**config.mk**
```make
export PLATFORM = sky130hd
export DESIGN_NAME = pla_alu_sliced
export DESIGN_NICKNAME = d
export VERILOG_FILES = /design/src/rtl/pla_alu_sliced.sv
export SDC_FILE = /design/constraint.sdc
export NUM_CORES = 1
export LEC_CHECK = 0
export BUFFER_PORTS_ARGS = -buffer_cell sky130_fd_sc_hd__buf_4
export CAP_MARGIN = 20
export CORE_ASPECT_RATIO = 1.75
export CORE_MARGIN = 4
export CORE_UTILIZATION = 54
export CTS_CLUSTER_SIZE = 28
export DETAILED_ROUTE_END_ITERATION = 12
export HOLD_SLACK_MARGIN = 0.1
export PLACE_DENSITY = 0.79
export SLEW_MARGIN = 10
export SYNTH_ARGS = -nofsm -noshare
export SYNTH_HDL_FRONTEND = slang
export SYNTH_SLANG_ARGS = --single-unit
```
**constraint.sdc**
```tcl
create_clock -name clk -period 2.9 [get_ports clk]
set_clock_uncertainty 0.15 [all_clocks]
set_input_delay 0.435 -clock clk [delete_from_list [all_inputs] [get_ports clk]]
set_output_delay 0.435 -clock clk [all_outputs]
set_load 0.1 [all_outputs]
```
**src/rtl/pla_alu_sliced.sv**
```systemverilog
// -----------------------------------------------------------------------------
// pla_alu_sliced
//
// Bit-serial (slice-serial) ALU. A request is accepted in IDLE. The operands
// are then processed SLICE bits per clock in RUN, least significant slice
// first, with a carry register between slices. The result is presented in
// HOLD until the consumer takes it.
//
// Modes
//   mode = 0 (logic): y[i] = fn[{a[i], b[i]}], cout = 0
//   mode = 1 (arith): y = a + (fn[0] ? ~b : b) + cin, cout = carry out of MSB
//
// Optional feature (compile-time macro PLA_ALU_BYPASS_EN)
//   When defined, logic-mode requests finish in a single RUN cycle because
//   there is no carry chain to serialise. Arithmetic mode is unchanged.
//   When undefined, both modes take WIDTH/SLICE RUN cycles.
//
// Handshake (both ports): a transfer happens on a rising clk edge where valid
// and ready are both high. The producer holds valid and its payload steady
// until that edge. in_ready is high only in IDLE. out_valid is high only in
// HOLD. After the output transfer the block returns to IDLE, so a new request
// can be accepted one cycle later, never in the same cycle.
//
// Ports
//   clk        clock, rising edge
//   rst        asynchronous active-high reset
//   in_valid   request present
//   in_ready   request can be accepted (IDLE)
//   a, b       operands, WIDTH bits
//   fn         logic truth table / fn[0] = subtract select
//   mode       0 = logic, 1 = arithmetic
//   cin        carry in (arithmetic only)
//   out_valid  result present (HOLD)
//   out_ready  consumer accepts result
//   y          result
//   cout       carry out of the MSB (0 in logic mode)
//   zero       y == 0
//   state_dbg  current FSM state (0 IDLE, 1 RUN, 2 HOLD)
// -----------------------------------------------------------------------------
module pla_alu_sliced #(
    parameter int WIDTH = 16,
    parameter int SLICE = 4
) (
    input  logic             clk,
    input  logic             rst,
    input  logic             in_valid,
    output logic             in_ready,
    input  logic [WIDTH-1:0] a,
    input  logic [WIDTH-1:0] b,
    input  logic [3:0]       fn,
    input  logic             mode,
    input  logic             cin,
    output logic             out_valid,
    input  logic             out_ready,
    output logic [WIDTH-1:0] y,
    output logic             cout,
    output logic             zero,
    output logic [1:0]       state_dbg
);

    localparam int NS = WIDTH / SLICE;
    localparam int CW = (NS > 1) ? $clog2(NS) : 1;

    typedef enum logic [1:0] {
        ST_IDLE = 2'd0,
        ST_RUN  = 2'd1,
        ST_HOLD = 2'd2
    } state_t;

    state_t           state;
    logic [CW-1:0]    cnt;
    logic             carry;
    logic [WIDTH-1:0] a_r;
    logic [WIDTH-1:0] b_r;
    logic [3:0]       fn_r;
    logic             mode_r;

    // Per-bit table lookup across the whole word.
    function automatic logic [WIDTH-1:0] pla_eval(input logic [3:0]       f,
                                                  input logic [WIDTH-1:0] x,
                                                  input logic [WIDTH-1:0] z);
        logic [WIDTH-1:0] r;
        r = '0;
        for (int i = 0; i < WIDTH; i++) begin
            r[i] = f[{x[i], z[i]}];
        end
        return r;
    endfunction

    logic [WIDTH-1:0] logic_full;
    logic [WIDTH-1:0] b_eff;
    logic [SLICE:0]   slice_sum;
    logic [SLICE-1:0] slice_res;
    logic [WIDTH-1:0] y_shift;
    logic [WIDTH-1:0] y_next;
    logic             last;
    logic             finish_now;

    // a_r and b_r are shifted right by SLICE every RUN cycle, so the slice
    // being worked on is always at bit 0. Each finished slice enters y at the
    // top and moves down. After NS cycles the first slice sits at bit 0.
    always_comb begin
        logic_full = pla_eval(fn_r, a_r, b_r);
        b_eff      = fn_r[0] ? ~b_r : b_r;
        slice_sum  = {1'b0, a_r[SLICE-1:0]} + {1'b0, b_eff[SLICE-1:0]}
                   + (SLICE+1)'(carry);
        slice_res  = mode_r ? slice_sum[SLICE-1:0] : logic_full[SLICE-1:0];
        y_shift    = (y >> SLICE) | (WIDTH'(slice_res) << (WIDTH - SLICE));
        last       = (cnt == CW'(NS - 1));
`ifdef PLA_ALU_BYPASS_EN
        // No carry chain in logic mode. a_r is still unshifted in the first
        // RUN cycle, so the whole word can be produced at once.
        finish_now = last | ~mode_r;
        y_next     = mode_r ? y_shift : logic_full;
`else
        finish_now = last;
        y_next     = y_shift;
`endif
    end

    always_ff @(posedge clk or posedge rst) begin
        if (rst) begin
            state     <= ST_IDLE;
            cnt       <= '0;
            carry     <= 1'b0;
            a_r       <= '0;
            b_r       <= '0;
            fn_r      <= 4'd0;
            mode_r    <= 1'b0;
            y         <= '0;
            cout      <= 1'b0;
            zero      <= 1'b0;
            out_valid <= 1'b0;
        end else begin
            case (state)
                ST_IDLE: begin
                    if (in_valid) begin
                        a_r    <= a;
                        b_r    <= b;
                        fn_r   <= fn;
                        mode_r <= mode;
                        // The carry register seeds slice 0. Logic mode ignores it.
                        carry  <= cin & mode;
                        cnt    <= '0;
                        state  <= ST_RUN;
                    end
                end
                ST_RUN: begin
                    a_r   <= a_r >> SLICE;
                    b_r   <= b_r >> SLICE;
                    carry <= slice_sum[SLICE];
                    y     <= y_next;
                    cnt   <= cnt + CW'(1);
                    if (finish_now) begin
                        cnt       <= '0;
                        cout      <= mode_r & slice_sum[SLICE];
                        zero      <= (y_next == '0);
                        out_valid <= 1'b1;
                        state     <= ST_HOLD;
                    end
                end
                ST_HOLD: begin
                    if (out_ready) begin
                        out_valid <= 1'b0;
                        state     <= ST_IDLE;
                    end
                end
                default: begin
                    out_valid <= 1'b0;
                    state     <= ST_IDLE;
                end
            endcase
        end
    end

    assign in_ready  = (state == ST_IDLE);
    assign state_dbg = state;

endmodule

```
==> flow_summary_export.csv, run 1 <==
group,metric,value,unit
critical_path,path_class,"reg2reg",
grt,overflow,0,
clock_network,post_cts_resized,0,
grt,antenna_found_initial,0,
cells_and_area,area_delta_synth_final,24.9,%
clock_network,root_buffer,"clkbuf_8",
sta,setup_tns,0,ns
critical_path,reg2reg_to,"zero",
detailed_routing,dr_wl_met2,3540,µm
logic_synthesis,syn_nets,382,
floorplanning,core,0.00526,mm²
detailed_routing,wl_per_cell,14.7,µm
detailed_routing,wl_met3,295,µm
logic_synthesis,synth_cells,333,
critical_path,cpMostUsedCell,"fa_1",
floorplanning,die_w,63.4,µm
grt,track_usage,21.9,%
detailed_routing,ant_nets,0,
clock_network,clock-sinks,61,
clock_network,cts_buffers,9,
sta,finalMaxSlewViolations,0,
clock_network,clk_pin_slew,0.06,ns
detailed_routing,wirelength_met1,2570,µm
critical_path,path_cells,"xnor2_1 -> fa_1 -> fa_1 -> and2_1 -> a31oi_1 -> a22o_1 -> o31ai_2",
sta,hold-worst-slack,0.139,ns
run,drv_cap,0,
clock_network,clock_latency,0.34,ns
place,place_congestion,0.865,
cells_and_area,fillers,437,
sta,post-route-period-util,84.8,%
place,dp_hpwl,4710,µm
grt,grt_max_degree,52,
logic_synthesis,yosysUniqueCellTypes,37,
detailed_routing,drtIter0Drc,160,
sta,finalCriticalPeriod,2.46,ns
logic_synthesis,synth_area_per_cell,8.71,µm²
detailed_routing,num_vias,2477,
sta,rsz0062_at_grt,"no",
critical_path,crit_start,"fn_r[0]",
sta,hold_violations,0,
logic_synthesis,synth_ff_type,"dfrtp_1",
critical_path,timing.rr.start,"fn_r[0]",
detailed_routing,routed_via_density,5.48,
floorplanning,ios,64,
critical_path,critPathCaptureType,"register",
critical_path,rr_worst_depth,7,
place,port_buffers,63,
logic_synthesis,ys_ff_latch,61,
logic_synthesis,synth-seq-area-share,52.7,%
critical_path,slowest_stage,"dfrtp_1",
sta,worst_slew_pin_slew,0.899,ns
sta,max_freq,407,MHz
logic_synthesis,synth_area,0.00290,mm²
floorplanning,initial_core_util,55.2,%
grt,grt_pass1_wl,11300,µm
detailed_routing,drt_first_pass_iters,4,
critical_path,critPathMaxStageDelay,0.50,ns
sta,setup_viol,0,
detailed_routing,top_layer,"met4",
floorplanning,die_h,105,µm
floorplanning,die_area,0.00665,mm²
min_path,hold-path-endpoint,"fn_r[1]",
cells_and_area,drive_gt1_share,23.4,%
grt,first_global_vias,2458,
logic_synthesis,synth_edf_count,0,
cells_and_area,nNetsFinal,443,
clock_network,cts_buffer_depth,2,
critical_path,cp_max_fo,9,
cells_and_area,diodes,0,
clock_network,htree_levels,3,
min_path,worstHoldPathCells,3,
min_path,worstHoldStart,"fn[1]",
detailed_routing,wl,6640,µm
critical_path,r2r_slack,0.44,ns
min_path,hp-class,"in2reg",
floorplanning,row_count,35,
logic_synthesis,yosysWarnings,0,
sta,relSlewSlack,39.9,%
clock_network,cts_tree,"done",
logic_synthesis,async_reset_ff_share,100,%
critical_path,arrival,2.56,ns
critical_path,worstSetupStartpointType,"register",
detailed_routing,drc,0,
critical_path,cp.required,3.00,ns
status,status,"completed",
critical path, delay by kind of cell, from the launching register on:
family                     cells  cell delay (ns)
adders and majority gates      2             0.92
xor gates and xnor gates       1             0.20
and+or+nand+nor                1             0.13
DFF                            1             0.50
AOI/OAI and AO/OA              3             0.48
synthesized netlist by cell type, types with 2 or more instances:
| cell type | instances | share of area, % |
|---|---|---|
| inv_1 | 6 | 0.78 |
| clkbuf_1 | 19 | 2.5 |
| a21oi_1 | 6 | 1.0 |
| mux2i_1 | 3 | 1.0 |
| a31oi_1 | 23 | 5.0 |
| xor2_1 | 4 | 1.2 |
| nand3_1 | 3 | 0.52 |
| o21ai_1 | 13 | 2.2 |
| o31ai_1 | 2 | 0.52 |
| nor4_1 | 2 | 0.43 |
| nand2_1 | 131 | 17 |
| mux4_2 | 2 | 1.6 |
| dfrtp_1 | 61 | 53 |
| ha_1 | 5 | 2.2 |
| mux2_2 | 2 | 0.78 |
| nand2b_1 | 2 | 0.43 |
| nor2_1 | 28 | 3.6 |
| fa_1 | 2 | 1.4 |
cells by family after synthesis:
kind of cell	Yosys count	share of synthesized area [%]
simple gates	172	23.6
fa+ha+maj	7	3.54
xor+xnor	5	1.51
flops	61	52.7
buf+inv	27	3.75
compound gates	54	11.6
mux	7	3.37
layout make-up:
class	instances	area (µm²)	share of cell area [%]
Sequential cell	61	1530	42.1
Multi-Input combinational cell	245	1270	35.2
Timing Repair Buffer	70	528	14.6
Clock buffer	13	169	4.66
Tap cell	55	68.8	1.90
Clock inverter	1	30.0	0.829
Inverter	7	26.3	0.725
state kept, by name, summed over array words and instances, names as in the netlist:
| register | flops |
|---|---|
| a_r | 16 |
| b_r | 16 |
| y | 16 |
| fn_r | 4 |
| cnt | 2 |
| state_dbg | 2 |
| carry | 1 |
| cout | 1 |
| mode_r | 1 |
| out_valid | 1 |
| zero | 1 |
layout by cell type (no fill, tap or decap), types with 2 or more instances in the layout:
cell        n
nor4_1      2
ha_1        5
inv_1       5
buf_4      69
mux2_2      2
inv_2       2
o31ai_1     2
nand2_1   131
clkbuf_8   12
nand3_1     3
mux4_2      2
fa_1        2
nor2_1     27
xor2_1      4
a21oi_1     6
dfrtp_1    61
o21ai_1    13
mux2i_1     3
a31oi_1    23
routing by layer:
metal / track usage, % / vias to the layer above
met1: 24.0 / 1159
met5: 0 / -
met4: 14.2 / 0
met2: 38.1 / 72
li1: - / 1223
met3: 3.66 / 23
how the worst max path moves through the flow:
stage | end | slack, ns | depth (start not counted)
floorplan | a_r[2] | 0.06 | 5
global placement | zero | 0.56 | 7
detailed placement | zero | 0.47 | 7
CTS | zero | 0.46 | 7
global route | zero | 0.37 | 7
finish | zero | 0.44 | 7
per-stage QoR:
stage / cell area [µm²] / std cells / util (%) / worst slack [ns]
2_1_floorplan: 2900 / 333 / - / 0.0586
6_report: 3620 / 452 / 68.9 / 0.441
3_3_place_gp: 3410 / 437 / 65.0 / 0.564
5_1_grt: 3620 / 452 / 68.9 / 0.374
3_5_place_dp: 3410 / 437 / 65.0 / 0.474
4_1_cts: 3620 / 452 / 68.9 / 0.458
what timing repair did:
item	CTS	global route
hold endpoints to repair	61	0
setup buffers	0	0
setup endpoints to repair	0	0
hold buffers	1	0
Power of run 1 is left out: the tool's default activity adds up to more than one toggle a clock period on the data nets, which glitch-free logic cannot reach.
==> run 2: changes to the inputs <==
clock period = 2.5 ns   (was 2.9 ns; I/O delays follow)
==> run 2 against run 1 <==
Against the previous run:
- maximum frequency rose by 4.4%
- via count rose by 2.5%
- clock-buffer cell count fell by 1
- worst hold slack got worse by 0.032 ns
==> flow_summary_export.csv, run 2 (synthesis results as in run 1) <==
group,metric,value,unit
floorplanning,die_w,63.4,µm
sta,finalCriticalPeriod,2.36,ns
detailed_routing,wl_met3,315,µm
floorplanning,ios,64,
clock_network,post_cts_resized,0,
floorplanning,initial_core_util,55.2,%
place,place_congestion,0.839,
sta,rsz0062_at_grt,"no",
detailed_routing,routed_via_density,5.49,
grt,overflow,0,
floorplanning,row_count,35,
grt,grt_max_degree,52,
run,drv_cap,0,
detailed_routing,drtIter0Drc,74,
clock_network,clk_pin_slew,0.06,ns
clock_network,hold_buffers,10,
detailed_routing,wirelength_met1,2460,µm
critical_path,critPathMaxStageDelay,0.49,ns
critical_path,path_class,"reg2reg",
critical_path,cp_num_buf_inv,0,
sta,hold_violations,0,
clock_network,cts_buffers,9,
critical_path,path_delay_family,"adder cells",
detailed_routing,num_vias,2538,
place,post-place-cells,437,
sta,relSlewSlack,67.5,%
detailed_routing,drc,0,
clock_network,htree_levels,3,
clock_network,clock_latency,0.33,ns
cells_and_area,nNetsFinal,452,
critical_path,cp_max_fo,3,
sta,max_freq,424,MHz
status,status,"completed",
place,port_buffers,63,
sta,worst_slew_pin_slew,0.487,ns
cells_and_area,design_area,0.00371,mm²
detailed_routing,wl_per_cell,14.2,µm
clock_network,cts_setup_buffers,0,
cells_and_area,diodes,0,
detailed_routing,dr_wl_met2,3560,µm
min_path,hp-class,"in2reg",
critical_path,slowest_stage,"fa_1",
critical_path,path_cells,"xnor2_1 -> fa_1 -> fa_1 -> and2_1 -> a31oi_1 -> a22o_1 -> o31ai_2",
sta,setup_viol,0,
sta,setup_tns,0,ns
cells_and_area,area_delta_synth_final,27.9,%
critical_path,cp.required,2.60,ns
floorplanning,die_area,0.00665,mm²
floorplanning,die_h,105,µm
sta,hold-worst-slack,0.107,ns
sta,post-route-period-util,94.2,%
cells_and_area,final_common_cell,"nand2_1",
detailed_routing,wl,6540,µm
sta,finalMaxSlewViolations,0,
critical_path,critPathCaptureType,"register",
grt,first_global_vias,2423,
clock_network,cts_tree,"done",
place,dp_hpwl,4650,µm
grt,antenna_found_initial,0,
cells_and_area,drive_gt1_share,22.9,%
grt,track_usage,20.7,%
detailed_routing,top_layer,"met4",
cells_and_area,mostFrequentLayoutCells,"nand2_1, buf_4, dfrtp_1, nor2_1, a31oi_1",
critical_path,worstSetupStartpointType,"register",
critical_path,cpMostUsedCell,"fa_1",
floorplanning,core,0.00526,mm²
cells_and_area,biggestRegsByFlops,"a_r x16, b_r x16, y x16",
detailed_routing,ant_nets,0,
place,dpl_cell_area,0.00346,mm²
cells_and_area,fillers,439,
critical_path,arrival,2.45,ns
clock_network,clock-sinks,61,
grt,grt_pass1_wl,10800,µm
detailed_routing,drt_first_pass_iters,5,
cells_and_area,fin_cells,462,
clock_network,cts_buffer_depth,2,
clock_network,root_buffer,"clkbuf_8",
## run 2: per-stage QoR
step                util, %  setup slack, ns
floorplan                 -           0.0457
global placement       65.8            0.275
detailed placement     65.8            0.200
CTS                    70.5            0.148
global route           70.5           0.0693
finish                 70.5            0.144
## run 2: tightest hold or removal path: stages
cell and delay (ns):
buf_4 0.08, nand2_1 0.03, o21ai_1 0.06
## run 2: per-layer routing
layer,up-vias,global-route usage [%]
li1,1242,-
met1,1212,22.1
met2,64,36.8
met3,20,5.59
met4,0,9.58
met5,-,0
## run 2: final cells by class
class | count | area [µm²] | area share (%)
Tap cell | 55 | 68.8 | 1.86
Sequential cell | 61 | 1530 | 41.2
Multi-Input combinational cell | 245 | 1280 | 34.5
Timing Repair Buffer | 79 | 656 | 17.7
Clock inverter | 3 | 15.0 | 0.405
Clock buffer | 12 | 135 | 3.64
Inverter | 7 | 26.3 | 0.709
## run 2: worst paths after layout
check	from	to	slack [ns]	cells after the start
max in group asynchronous	rst	state_dbg[0]	1.17	4
hold reg to reg	y[1]	y[1]	0.32	2
min in group asynchronous	rst	y[11]	0.45	3
setup reg to reg	b_r[0]	zero	0.14	7
hold / removal	a[13]	a_r[13]	0.11	3
setup / recovery	b_r[0]	zero	0.14	7
Power of run 2 is left out for the same reason.
==> run 3: changes to the inputs <==
SETUP_SLACK_MARGIN = 0.4   (was unset)
clock period = 2.6 ns   (was 2.5 ns; I/O delays follow)
==> run 3 against run 2 <==
Against the previous run:
- critical path depth unchanged
- core utilization rose by 1.4 points
- clock-buffer cell count rose by 1
- critical path type unchanged
- critical endpoint unchanged
==> flow_summary_export.csv, run 3 (synthesis results as in run 1) <==
group,metric,value,unit
status,status,"completed",
cells_and_area,nNetsFinal,452,
grt,overflow,0,
critical_path,critPathCaptureType,"register",
cells_and_area,diodes,0,
sta,setup_viol,0,
place,place_congestion,0.810,
sta,setup_tns,0,ns
clock_network,cts_tree,"done",
clock_network,clock-sinks,61,
critical_path,reg2reg_to,"zero",
sta,worst_slew_pin_slew,0.581,ns
cells_and_area,mostFrequentLayoutCells,"nand2_1, buf_4, dfrtp_1, nor2_1, a31oi_1",
place,dpl_cell_area,0.00346,mm²
cells_and_area,design_area,0.00378,mm²
run,drv_cap,0,
cells_and_area,drive_gt1_share,25.8,%
detailed_routing,drt_first_pass_iters,4,
floorplanning,ios,64,
detailed_routing,top_layer,"met4",
critical_path,worstSetupStartpointType,"register",
critical_path,timing.rr.start,"fn_r[0]",
detailed_routing,drc,0,
floorplanning,die_w,63.4,µm
critical_path,cp_max_fo,2,
sta,rsz0062_at_grt,"yes",
detailed_routing,wirelength_met1,2570,µm
clock_network,cts_buffer_depth,2,
min_path,worstHoldStart,"a[15]",
clock_network,clk_pin_slew,0.06,ns
clock_network,htree_levels,3,
sta,finalMaxSlewViolations,0,
detailed_routing,ant_nets,0,
floorplanning,row_count,35,
min_path,hp-class,"in2reg",
cells_and_area,final_common_cell,"nand2_1",
min_path,worstHoldPathCells,3,
cells_and_area,biggestRegsByFlops,"a_r x16, b_r x16, y x16",
clock_network,cts_buffers,9,
critical_path,path_class,"reg2reg",
detailed_routing,drtIter0Drc,130,
floorplanning,initial_core_util,55.2,%
clock_network,root_buffer,"clkbuf_8",
sta,post-route-period-util,85.0,%
detailed_routing,wl,6680,µm
floorplanning,die_area,0.00665,mm²
place,dp_hpwl,4720,µm
cells_and_area,utilization,71.9,%
critical_path,arrival,2.31,ns
sta,hold_violations,0,
critical_path,cp.required,2.70,ns
grt,antenna_found_initial,0,
floorplanning,die_h,105,µm
floorplanning,core,0.00526,mm²
grt,track_usage,21.5,%
critical_path,rr_worst_depth,7,
detailed_routing,dr_wl_met2,3670,µm
min_path,hold-path-endpoint,"a_r[15]",
grt,grt_max_degree,52,
sta,finalCriticalPeriod,2.21,ns
detailed_routing,num_vias,2515,
cells_and_area,area_delta_synth_final,30.4,%
detailed_routing,routed_via_density,5.44,
sta,max_freq,453,MHz
place,port_buffers,63,
grt,first_global_vias,2450,
sta,relSlewSlack,61.2,%
clock_network,clock_latency,0.34,ns
critical_path,r2r_slack,0.39,ns
detailed_routing,wl_met3,301,µm
detailed_routing,wl_per_cell,14.5,µm
grt,grt_pass1_wl,11200,µm
run 3: routing by layer:
layer  GRT usage, %  vias up
li1               -     1240
met1           24.0     1202
met2           38.0       58
met3           5.70       15
met4           8.96        0
met5              0        -
run 3: critical path: stages, from the launching register on:
cell and delay, ns:
dfrtp_2 0.43, xnor2_2 0.14, fa_2 0.36, fa_1 0.48, and2_1 0.12, a31oi_1 0.05
a22o_1 0.23, o31ai_2 0.16
run 3: how the worst max path moves through the flow:
stage | from | endpoint
after floorplan | fn_r[0] | zero
after global routing | fn_r[0] | zero
after CTS | fn_r[0] | zero
final | fn_r[0] | zero
after global placement | fn_r[0] | zero
after detailed placement | fn_r[0] | zero
run 3: stage by stage:
step | instances | hold WS (ns) | setup WS (ns)
global placement | 435 | 0.309 | 0.293
floorplan | 333 | 0.305 | 0.386
global route | 462 | 0.126 | 0.306
CTS | 462 | 0.101 | 0.363
detailed placement | 435 | 0.314 | 0.239
finish | 462 | 0.112 | 0.391
run 3: cell type report:
type	instances	area (µm²)
well taps	55	68.8
inverters	7	26.3
multi-input cells	245	1310
flip-flops and latches	61	1540
fillers	417	1480
clock inverters	2	35.0
clock buffers	13	149
repair buffers	79	656
run 3: what timing repair did:
item,in CTS,in global routing
pin swaps,0,1
setup endpoints to repair,3,4
hold buffers,10,0
setup buffers,2,0
resized for setup,1,3
hold endpoints to repair,34,0
Power of run 3 is left out for the same reason.
